## config.mk

```make
export PLATFORM = sky130hd
export DESIGN_NAME = pc_sequencer
export DESIGN_NICKNAME = d
export VERILOG_FILES = /design/src/rtl/pc_pkg.sv /design/src/rtl/pc_ras.sv /design/src/rtl/pc_sequencer.sv
export SDC_FILE = /design/constraint.sdc
export NUM_CORES = 1
export LEC_CHECK = 0
export BUFFER_PORTS_ARGS = -buffer_cell sky130_fd_sc_hd__buf_4
export CORE_MARGIN = 1.5
export CORE_UTILIZATION = 40
export DETAILED_ROUTE_END_ITERATION = 7
export GPL_TIMING_DRIVEN = 1
export PLACE_DENSITY_LB_ADDON = 0.2
export SYNTH_ARGS = -nofsm -noshare
export SYNTH_HDL_FRONTEND = slang
export SYNTH_SLANG_ARGS = --single-unit
```

## constraint.sdc

```tcl
create_clock -name clk -period 7.8 [get_ports clk]
set_input_delay 1.56 -clock clk [delete_from_list [all_inputs] [get_ports clk]]
set_output_delay 1.56 -clock clk [all_outputs]
set_load 0.03 [all_outputs]
```

## src/rtl/pc_pkg.sv

```systemverilog
// Shared types and helpers for the program-counter sequencer and its return-address stack.
package pc_pkg;

    localparam int IMM16_W = 16;
    localparam int IMM26_W = 26;
    localparam int MAX_AW  = 64;

    typedef enum logic [2:0] {
        RK_NONE,
        RK_BRANCH,
        RK_JUMP,
        RK_CALL,
        RK_RET
    } redir_kind_e;

    // Widest supported PC; callers truncate to their own AW.
    function automatic logic [MAX_AW-1:0] sext_imm16(input logic [IMM16_W-1:0] imm);
        return {{(MAX_AW-IMM16_W){imm[IMM16_W-1]}}, imm};
    endfunction

endpackage

```

## src/rtl/pc_ras.sv

```systemverilog
// Circular return-address stack: push when full overwrites the oldest entry,
// pop when empty is ignored (caller falls back to the register target).
module pc_ras
    import pc_pkg::*;
#(
    parameter int W     = 32,
    parameter int DEPTH = 4
) (
    input  logic         clk,
    input  logic         rst_n,
    input  logic         push,
    input  logic         pop,
    input  logic [W-1:0] push_data,
    output logic [W-1:0] top,
    output logic         empty,
    output logic         full
);

    localparam int PW = $clog2(DEPTH);
    localparam int CW = PW + 1;

    logic [W-1:0]  mem_q [DEPTH];
    logic [W-1:0]  mem_d [DEPTH];
    logic [PW-1:0] ptr_q, ptr_d;
    logic [CW-1:0] cnt_q, cnt_d;

    assign empty = (cnt_q == '0);
    assign full  = (cnt_q == CW'(DEPTH));
    assign top   = mem_q[ptr_q];

    // ptr_q always addresses the newest entry; wrap-around makes the oldest slot the next write.
    always_comb begin
        mem_d = mem_q;
        ptr_d = ptr_q;
        cnt_d = cnt_q;
        if (pop && !empty) begin
            ptr_d = ptr_q - PW'(1);
            cnt_d = cnt_q - CW'(1);
        end else if (push) begin
            ptr_d        = ptr_q + PW'(1);
            mem_d[ptr_d] = push_data;
            if (!full) begin
                cnt_d = cnt_q + CW'(1);
            end
        end
    end

    always_ff @(posedge clk or negedge rst_n) begin
        if (!rst_n) begin
            mem_q <= '{default: '0};
            ptr_q <= '0;
            cnt_q <= '0;
        end else begin
            mem_q <= mem_d;
            ptr_q <= ptr_d;
            cnt_q <= cnt_d;
        end
    end

endmodule

```

## src/rtl/pc_sequencer.sv

```systemverilog
// Program counter owner: sequential fetch, execute-resolved redirects with a stall-safe pending slot.
// Optional return-address stack enabled by defining PC_RAS_EN.
module pc_sequencer
    import pc_pkg::*;
#(
    parameter int            AW        = 32,
    parameter logic [AW-1:0] RESET_PC  = '0,
    parameter int            RAS_DEPTH = 4
) (
    input  logic                clk,
    input  logic                rst_n,
    input  logic                fetch_ready,
    input  logic                stall,
    input  logic                resolve_valid,
    input  logic [AW-1:0]       resolve_pc,
    input  logic                jump,
    input  logic                jal,
    input  logic                jr,
    input  logic                branch_on_eq,
    input  logic                branch_on_neq,
    input  logic                zero,
    input  logic [IMM16_W-1:0]  immediate16,
    input  logic [IMM26_W-1:0]  immediate26,
    input  logic [AW-1:0]       reg_target,
    output logic [AW-1:0]       pc,
    output logic                pc_valid,
    output logic                pc_src,
    output logic [AW-1:0]       target_address,
    output logic                flush,
    output logic                ras_underflow
);

    redir_kind_e   kind;
    logic [AW-1:0] br_tgt, jmp_tgt, ret_tgt, live_tgt;
    logic [AW-1:0] pc_q, pc_d;
    logic [AW-1:0] pend_tgt_q, pend_tgt_d;
    logic          pend_vld_q, pend_vld_d;
    logic          pc_valid_q, pc_valid_d;
    logic          flush_q, flush_d;
    logic          ufl_q, ufl_d;
    logic          accept, redir_vld;
    logic [AW-1:0] redir_tgt;

    assign br_tgt  = resolve_pc + AW'(1) + AW'(sext_imm16(immediate16));
    assign jmp_tgt = {resolve_pc[AW-1:IMM26_W], immediate26};

`ifdef PC_RAS_EN
    logic          ras_push, ras_pop, ras_empty, ras_full_unused;
    logic [AW-1:0] ras_top;

    // Stack effects follow resolution, not fetch acceptance, so they happen even while stalled.
    assign ras_pop  = resolve_valid & jr;
    assign ras_push = resolve_valid & jal & ~jr;

    pc_ras #(
        .W     (AW),
        .DEPTH (RAS_DEPTH)
    ) u_ras (
        .clk       (clk),
        .rst_n     (rst_n),
        .push      (ras_push),
        .pop       (ras_pop),
        .push_data (resolve_pc + AW'(1)),
        .top       (ras_top),
        .empty     (ras_empty),
        .full      (ras_full_unused)
    );

    assign ret_tgt = ras_empty ? reg_target : ras_top;
    assign ufl_d   = ras_pop & ras_empty;
`else
    localparam int RAS_DEPTH_UNUSED = RAS_DEPTH;

    assign ret_tgt = reg_target;
    assign ufl_d   = 1'b0;
`endif

    always_comb begin
        kind = RK_NONE;
        if (resolve_valid) begin
            if (jr)                                                  kind = RK_RET;
            else if (jal)                                            kind = RK_CALL;
            else if (jump)                                           kind = RK_JUMP;
            else if ((branch_on_eq & zero) | (branch_on_neq & ~zero)) kind = RK_BRANCH;
        end
    end

    always_comb begin
        live_tgt = '0;
        case (kind)
            RK_BRANCH:        live_tgt = br_tgt;
            RK_JUMP, RK_CALL: live_tgt = jmp_tgt;
            RK_RET:           live_tgt = ret_tgt;
            default:          live_tgt = '0;
        endcase
    end

    assign pc_src         = (kind != RK_NONE);
    assign target_address = pc_src ? live_tgt : '0;

    // A live redirect beats anything queued while stalled.
    assign redir_vld = pc_src | pend_vld_q;
    assign redir_tgt = pc_src ? live_tgt : pend_tgt_q;

    // The PC only moves once a valid request has been handed to fetch.
    assign accept = pc_valid_q & fetch_ready & ~stall;

    always_comb begin
        pc_d       = pc_q;
        pend_vld_d = pend_vld_q;
        pend_tgt_d = pend_tgt_q;
        flush_d    = 1'b0;
        pc_valid_d = 1'b1;
        if (accept) begin
            pc_d       = redir_vld ? redir_tgt : pc_q + AW'(1);
            flush_d    = redir_vld;
            pend_vld_d = 1'b0;
        end else if (pc_src) begin
            pend_vld_d = 1'b1;
            pend_tgt_d = live_tgt;
        end
    end

    always_ff @(posedge clk or negedge rst_n) begin
        if (!rst_n) begin
            pc_q       <= RESET_PC;
            pc_valid_q <= 1'b0;
            pend_vld_q <= 1'b0;
            pend_tgt_q <= '0;
            flush_q    <= 1'b0;
            ufl_q      <= 1'b0;
        end else begin
            pc_q       <= pc_d;
            pc_valid_q <= pc_valid_d;
            pend_vld_q <= pend_vld_d;
            pend_tgt_q <= pend_tgt_d;
            flush_q    <= flush_d;
            ufl_q      <= ufl_d;
        end
    end

    assign pc            = pc_q;
    assign pc_valid      = pc_valid_q;
    assign flush         = flush_q;
    assign ras_underflow = ufl_q;

endmodule

```

==> Word level (Yosys, flattened, before mapping) <==
Cells that the tools add are included.
W data, S select, Z words.
{ "totals": {"input_bits": 117, "output_inout_bits": 68, "elab_cells": 35, "register_bits": 67} }
{ "op_classes": {"add_sub_neg": 3, "reduce_logical": 3, "eq_ne": 4, "mux": 12, "n_bitwise": 8} }
{ "ops": {"columns": ["op", "n"], "rows": [
  ["$mux W32", 3],
  ["$pmux W32 S3", 1],
  ["$add A32 B1 Y32 const B", 2],
  ["$add A32 B32 Y32", 1],
  ["$eq A3 B2 Y1 const B", 2],
  ["$mux W3", 2],
  ["$and A1 B1 Y1", 4],
  ["$mux W1", 4],
  ["$mux W2", 2],
  ["$eq A3 B1 Y1 const B", 1],
  ["$eq A3 B3 Y1 const B", 1],
  ["$reduce_bool A3 Y1", 1],
  ["$not A1 Y1", 2],
  ["$or A1 B1 Y1", 2],
  ["$reduce_bool A2 Y1", 1],
  ["$reduce_or A2 Y1", 1]
]} }

==> Depth between registers and ports, before layout <==
Gate-level depths: netlist (run 1).
{ "depth": {"word_depth": 13, "depth_mapped": 12, "mapped_depth_nobuf": 12} }

==> Worst setup path before layout (run 1) <==
OpenSTA, ideal clock, no wires.
{ "synth_path": {"path_type": "input-to-output", "startpoint": "input port resolve_pc[0]", "endpoint": "output port target_address[28]", "path_stages": 11, "t_required_ps": 6240, "slack_ps": 2057, "t_arrival_ps": 4183, "path_buffers": 0, "path_cell_list": "inv_1 > ha_1 > inv_1 > fa_1 > a21o_1 > a221oi_2 > nor3_2 > o2111ai_1 > a211oi_1 > o21a_1 > o31ai_1"} }
{ "synth_between": {"elab_chain_cells": 4} }
{ "synth_lines": {"columns": ["element", "line_no", "rtl"], "rows": [
  ["start: declaration", "pc_sequencer.sv:15", "input logic [AW-1:0] resolve_pc,"],
  ["$add A32 B1 Y32", "pc_sequencer.sv:44", "assign br_tgt = resolve_pc + AW'(1) + AW'(sext_imm16(immediate16));"],
  ["$add A32 B32 Y32", "pc_sequencer.sv:44", null],
  ["$pmux W32 S3", "pc_sequencer.sv:90", "case (kind)"],
  ["$mux W32", "pc_sequencer.sv:99", "assign target_address = pc_src ? live_tgt : '0;"],
  ["end: declaration", "pc_sequencer.sv:28", "output logic [AW-1:0] target_address,"]
]} }
No other way between the ends.

==> Final worst setup path (run 1) <==
{ "layout_path": {"startpoint": "input port resolve_pc[0]", "endpoint": "output port target_address[16]"} }
Same word-level chain as after synthesis.

==> results of run 1 <==
==> metal layers <==
| metal | vias to the layer above | wire [um] | track usage, % |
|---|---|---|---|
| met1 | 2999 | 8990 | 38.0 |
| met4 | 0 | 248 | 6.76 |
| met5 | - | 0 | 0 |
| met2 | 219 | 9120 | 41.8 |
| met3 | 21 | 1270 | 3.90 |
| li1 | 3074 | - | - |
==> registers in the layout, summed over array words and instances (netlist names) <==
name and cells:
flush 1, pc_valid 1, pc 32, pend_tgt_q 32, pend_vld_q 1
==> per-stage QoR <==
step	worst slack (ns)	total power [W]	utilization (%)	area [um2]	hold slack, ns
floorplan	2.06	0.000856	-	5750	0.445
global placement	1.80	0.00109	52.0	7240	0.456
detailed placement	1.78	0.00110	52.0	7240	0.469
CTS	1.77	0.00149	54.1	7530	0.482
global route	1.51	0.00157	54.1	7530	0.495
finish	1.75	0.00149	54.1	7530	0.482
==> power by group through the flow <==
stage,Sequential [W],Combinational (W),Clock [W]
after floorplan,0.000560,0.000296,0
after global placement,0.000496,0.000595,0
after detailed placement,0.000497,0.000599,0
after CTS,0.000492,0.000601,0.000398
after global routing,0.000504,0.000653,0.000415
final,0.000493,0.000600,0.000394
==> synthesized netlist by cell type (3+ instances only) <==
library cell,n,area [um2]
a211oi_1,4,30.0
a21boi_0,3,22.5
a21o_1,18,135
a21oi_1,66,330
a221oi_1,3,26.3
a222oi_1,12,120
a22o_1,13,114
a22oi_1,18,135
a311oi_1,3,26.3
a31oi_1,21,131
and2_1,5,31.3
and3_1,14,87.6
clkbuf_1,38,143
dfrtp_1,67,1680
ha_1,33,413
inv_1,31,116
mux2_2,3,33.8
nand2_1,77,289
nand2b_1,4,25.0
nand3_1,34,170
nand4_1,12,75.1
nor2_1,43,161
nor2b_1,6,37.5
nor3_1,12,60.1
o2111ai_1,3,26.3
o211ai_1,4,30.0
o21a_1,9,67.6
o21ai_0,72,360
o21bai_1,3,22.5
o221ai_1,5,43.8
o22ai_1,4,25.0
o2bb2ai_1,3,26.3
o31a_1,3,26.3
o31ai_1,6,45.0
or3_1,4,25.0
xnor2_1,17,149
xor2_1,8,70.1
==> cells by family (layout without fill, tap and decap cells) <==
group	count (synthesis)	after routing	share of synthesized area, %
AOI/OAI and AO/OA	296	296	34.3
and+or+nand+nor	229	229	19.3
buffers and inverters	75	237	5.03
DFF	67	67	29.2
adders and majority gates	34	34	7.53
xor gates and xnor gates	25	25	3.81
muxes	4	4	0.762
other	2	2	0.131
==> worst max-delay path by stage <==
stage | start | to | slack (ns) | cells past startpoint
5_1_grt | resolve_pc[0] | target_address[20] | 1.51 | 14
6_report | resolve_pc[0] | target_address[16] | 1.75 | 14
2_1_floorplan | resolve_pc[0] | target_address[28] | 2.06 | 11
4_1_cts | resolve_pc[1] | target_address[15] | 1.77 | 11
3_5_place_dp | resolve_pc[1] | target_address[15] | 1.78 | 11
3_3_place_gp | resolve_pc[1] | target_address[15] | 1.80 | 11
==> final cells by class <==
class | instances | area share [%]
multi-input cells | 590 | 50.4
flip-flops and latches | 67 | 22.3
repair buffers | 190 | 18.9
clock buffers | 15 | 3.82
well taps | 180 | 2.99
inverters | 31 | 1.54
clock inverters | 1 | 0.0664
==> critical path, cell delays in order <==
cell and delay [ns]:
buf_4 0.11, inv_1 0.07, ha_1 0.14, inv_1 0.05, fa_1 0.39, a21o_1 0.19, a221oi_2 0.40, nor3_2 0.15
or2_4 0.29, a41oi_2 0.18, xnor2_1 0.09, a222oi_1 0.59, inv_1 0.09, buf_4 0.19
==> results.md, run 1 <==
- Status: finished, final reports clean
- Count of final setup violators: 0
- CP Class: primary input to output port
- Reg2reg start: pend_vld_q$_DFFE_PN0P_
- Root buf cell: clkbuf_16
- Register area share after synthesis: 29.2%
- Per-cell routed wire length: 18.3 um
- Core ar.: 13,900 um2
- Most common cell after layout, fill and taps aside: buf_4
- Router iterations before antenna repair: 7
- HP Class: register to register
- Die width: 123 um
- Sw Ratio: 38.8%
- Syn avg cell area: 7.85 um2
- Yosys reg bits: 67
- 1st-iter DRT viols: 524
- Slew Viols, Final: 0
- ANT nets after route: 0
- Slew @ Worst Pin: 1.03 ns
- Tmin final: 6.05 ns
- Clk slew on worst S/H paths: 0.05 ns
- Seq pwr share: 33.2%
- EDFF count, synth: 0
- Most frequent cells in the layout: 190 x buf_4, 77 x nand2_1, 72 x o21ai_0
- Hold Fails Final Rpt: 0
- Hold path start: pend_tgt_q[29]$_DFFE_PN0N_
- Clock Sinks: 67
- Startpoint types: primary input
- Dpl cells: 1,058
- Max Freq: 165 MHz
- Pin count of the biggest net entering global routing: 68
- Synth Cell Area: 5750 um2
- FF/Latch Area: 1680 um2
- Leak Pwr: 3.49 nW
- Synth unique cells: 73
- Postcts setup bufs: 0
- CTS Buf Count: 9
- DIE AREA: 15,100 um2
- RSZ-0062 raised after global routing: no
- Rel. slew slack: 30.9%
- First-pass GRT wire length: 31,200 um
- Worst Reg-to-Reg Cells: 7
- Initial antenna violation count: 0
- Layout area overhead: 31.0%
- Post-Layout Cell Count: 1,074
- Max-cap viol count: 0
- Total track usage: 26.5%
- CTS tree: built
- FF-to-FF End: pc[25]$_DFFE_PN0P_
- DP HPWL: 14,800 um
- WP data required: 6.24 ns
- GPL Wtd Cong: 0.966
- Remaining global-route overflow: 0
- Part of the power in the clock network: 26.5%
- DR DRC count: 0
- Power Dens Cells: 198 nW/um2
- Crit end category: output port
- Initial core utilization: 41.2%
- Via/cell ratio: 5.88
- Asr flop ratio synth: 100%
- Final #Nets: 1,040
- Final period util: 77.6%
- Antenna cells: 0
- Comb pwr share: 40.3%
- Vias: 6,313
- # fillers: 1,386
- Critical path arrival: 4.49 ns
- Clock Tree Buf Depth: 2
- Sum Neg Setup Slack: 0 ns
- Htree depth: 3
- Post-route clock skew: 0.00544 ns
- Layout cells sized above 1: 24.9%
- WHS Path Cells: 2
- Synth warn: 0
- Net Switching: 0.000577 W
- # rows: 43
- Syn nets: 883
- Syn Inst Count: 732
- Top FF cell, synth: dfrtp_1
- Clk Latency, worst-skew pair: 0.34 ns
- CP max FO: 4
- Hold EP: pend_tgt_q[29]$_DFFE_PN0N_
- Total Wirelength: 19,600 um
- CTS resizes: 0
- Ports: 185
- Number of global-route vias before repair: 5,806
- Hold Buf Count CTS: 0
- Footprint of the multi-input gates: 3790 um2
- P_int: 0.000911 W
- Port Buf Inserts: 183
- Die Ht: 123 um
- FF-to-FF setup slack: 4.57 ns
- Worst IR drop on VDD: 81.9 uV
Note: power is estimated with default switching activity, not from simulation.
==> run 2: changes to the inputs <==
Clock period 7.8 ns to 6.2 ns, I/O delays scaled along.
==> run 2 against run 1 <==
Net effect:
- final cell count grew 0.37%
- sequential power is 26% higher
- final area grew 0.60%
- register-to-register slack worse by 1.1 ns
- critical path depth did not move
- first-iteration DRC count is 16% higher
- routed wire length is 1.7% higher
- non-clock buffer count grew 4
- utilization grew 0.32 points
- critical path type unchanged
- largest cell class unchanged
==> results.md, run 2 (synthesis gave the netlist of run 1 again) <==
- Status: finished, final reports clean
- Final period util: 87.1%
- Initial antenna violation count: 0 (unchanged)
- 1st-iter DRT viols: 610 (+16%)
- Cell mode on critical path: inv_1
- FF-to-FF End: pc[25]$_DFFE_PN0P_
- CP delay by family, top: compound AO/OA/AOI/OAI gates
- Number of global-route vias before repair: 5,997 (+3.3%)
- RSZ-0062 raised after global routing: no
- Post-Layout Cell Count: 1,078 (+0.37%)
- Layout area overhead: 31.8%
- CP max FO: 4 (unchanged)
- Crit end category: output port
- Leak Pwr: 3.51 nW (+0.64%)
- Dpl cells: 1,062 (+0.38%)
- Vias: 6,444 (+2.1%)
- Post-route clock skew: 0.00324 ns (-0.00220 ns)
- CTS tree: built
- Crit path largest cell delay: 0.58 ns (about the same)
- Initial core utilization: 41.2% (unchanged)
- Slew @ Worst Pin: 1.06 ns (+0.0271 ns)
- WP data required: 4.96 ns (-1.28 ns)
- WHS Path Cells: 2 (unchanged)
- Die width: 123 um (unchanged)
- Per-cell routed wire length: 18.5 um (+1.3%)
- Rel. slew slack: 29.1% (-1.8 points)
- Max Freq: 185 MHz
- Worst IR drop on VDD: 134 uV (+63%)
- Slew Viols, Final: 0 (unchanged)
- Hold EP: pend_tgt_q[11]$_DFFE_PN0N_
- Footprint of the multi-input gates: 3790 um2 (unchanged)
- Crit-path slowest cell: a222oi_1
- Most common cell after layout, fill and taps aside: buf_4
- CTS resizes: 0 (unchanged)
- Via/cell ratio: 5.98 (+1.7%)
- Startpoint types: primary input
- Worst setup slack after layout: 0.799 ns (-0.952 ns)
- Hold Fails Final Rpt: 0 (unchanged)
- ANT nets after route: 0 (unchanged)
- DP HPWL: 15,100 um (+1.8%)
- Reg2reg start: pc_valid$_DFF_PN0_
- Sum Neg Setup Slack: 0 ns (unchanged)
- # rows: 43 (unchanged)
- Worst Reg-to-Reg Cells: 8 (+1)
- DIE AREA: 15,100 um2 (unchanged)
- FF/Latch Area: 1680 um2 (unchanged)
- CTS Buf Count: 9 (unchanged)
- Most frequent cells in the layout: 194 x buf_4, 77 x nand2_1, 72 x o21ai_0
- CP cell instances: buf_4 -> inv_1 -> ha_1 -> inv_1 -> fa_1 -> a21o_1 -> a221oi_2 -> nor3_2 -> or2_4 -> a41oi_2 -> xnor2_1 -> a222oi_1 -> inv_1 -> buf_4
- Port Buf Inserts: 183 (unchanged)
- First-pass GRT wire length: 31,400 um (+0.80%)
- Htree depth: 3 (unchanged)
- Power Dens Cells: 252 nW/um2 (+28%)
- Clk slew on worst S/H paths: 0.05 ns (about the same)
- HP Class: register to register
- Core Util, Final: 54.4% (+0.32 points)
- Layout cells sized above 1: 25.2% (+0.22 points)
- Hold Buf Count CTS: 0 (unchanged)
- Pin count of the biggest net entering global routing: 68 (unchanged)
- Total Wirelength: 20,000 um (+1.7%)
- Max-cap viol count: 0 (unchanged)
- Pre-CTS setup slack: 0.845 ns (-0.932 ns)
- CP Class: primary input to output port
- Clock Sinks: 67 (unchanged)
- Critical path arrival: 4.16 ns (-0.33 ns)
- Ports: 185 (unchanged)
- Router iterations before antenna repair: 6 (-1)
- Fin Hold WS: 0.473 ns (-0.00906 ns)
- Final #Nets: 1,044 (+0.38%)
- Hold path start: pend_tgt_q[11]$_DFFE_PN0N_
- Die Ht: 123 um (unchanged)
- Antenna cells: 0 (unchanged)
- FF-to-FF setup slack: 3.51 ns (-1.06 ns)
- Clk Latency, worst-skew pair: 0.33 ns (about the same)
- GPL Wtd Cong: 0.936 (-3.1%)
- Remaining global-route overflow: 0 (unchanged)
- # fillers: 1,343 (-3.1%)
- Postcts setup bufs: 0 (unchanged)
- CP bufs+invs: 5 (unchanged)
- Root buf cell: clkbuf_16
- Total track usage: 26.6% (+0.096 points)
- Tmin final: 5.40 ns
- Count of final setup violators: 0 (unchanged)
- Clock Tree Buf Depth: 2 (unchanged)
- Core ar.: 13,900 um2 (unchanged)
- DR DRC count: 0 (unchanged)
run 2: layout make-up:
| cell class | count | area share, % |
|---|---|---|
| Clock buffer | 15 | 3.67 |
| Clock inverter | 1 | 0.396 |
| Inverter | 31 | 1.54 |
| Multi-Input combinational cell | 590 | 50.1 |
| Sequential cell | 67 | 22.1 |
| Tap cell | 180 | 2.97 |
| Timing Repair Buffer | 194 | 19.2 |
run 2: power by group:
part,internal [W],switching [W]
combinational,0.000311,0.000448
clock,0.000345,0.000183
sequential,0.000523,0.0000987
run 2: worst min-delay path, cell delays in order (launching register included):
cell and delay, ns:
dfrtp_1 0.34, nand2_1 0.04, o21ai_0 0.06
run 2: worst max path at each step:
stage | from | to | slack [ns] | cells past startpoint
detailed placement | resolve_pc[0] | target_address[16] | 0.85 | 14
CTS | resolve_pc[0] | target_address[16] | 0.84 | 14
floorplan | resolve_pc[0] | target_address[28] | 1.10 | 11
global route | resolve_pc[0] | target_address[14] | 0.57 | 14
global placement | resolve_pc[0] | target_address[14] | 0.93 | 14
finish | resolve_pc[0] | target_address[16] | 0.80 | 14
run 2: through the flow:
stage               power (W)  area, um2
detailed placement    0.00138       7270
CTS                   0.00191       7580
global placement      0.00137       7270
global route          0.00201       7580
finish                0.00191       7580
floorplan             0.00108       5750
run 2: metal layers:
layer | share of wire, % | wire length (um) | global-route usage (%)
met1 | 46 | 9270 | 38.1
met2 | 46 | 9120 | 41.6
met3 | 6.3 | 1270 | 3.90
met4 | 1.5 | 305 | 7.63
met5 | 0 | 0 | 0
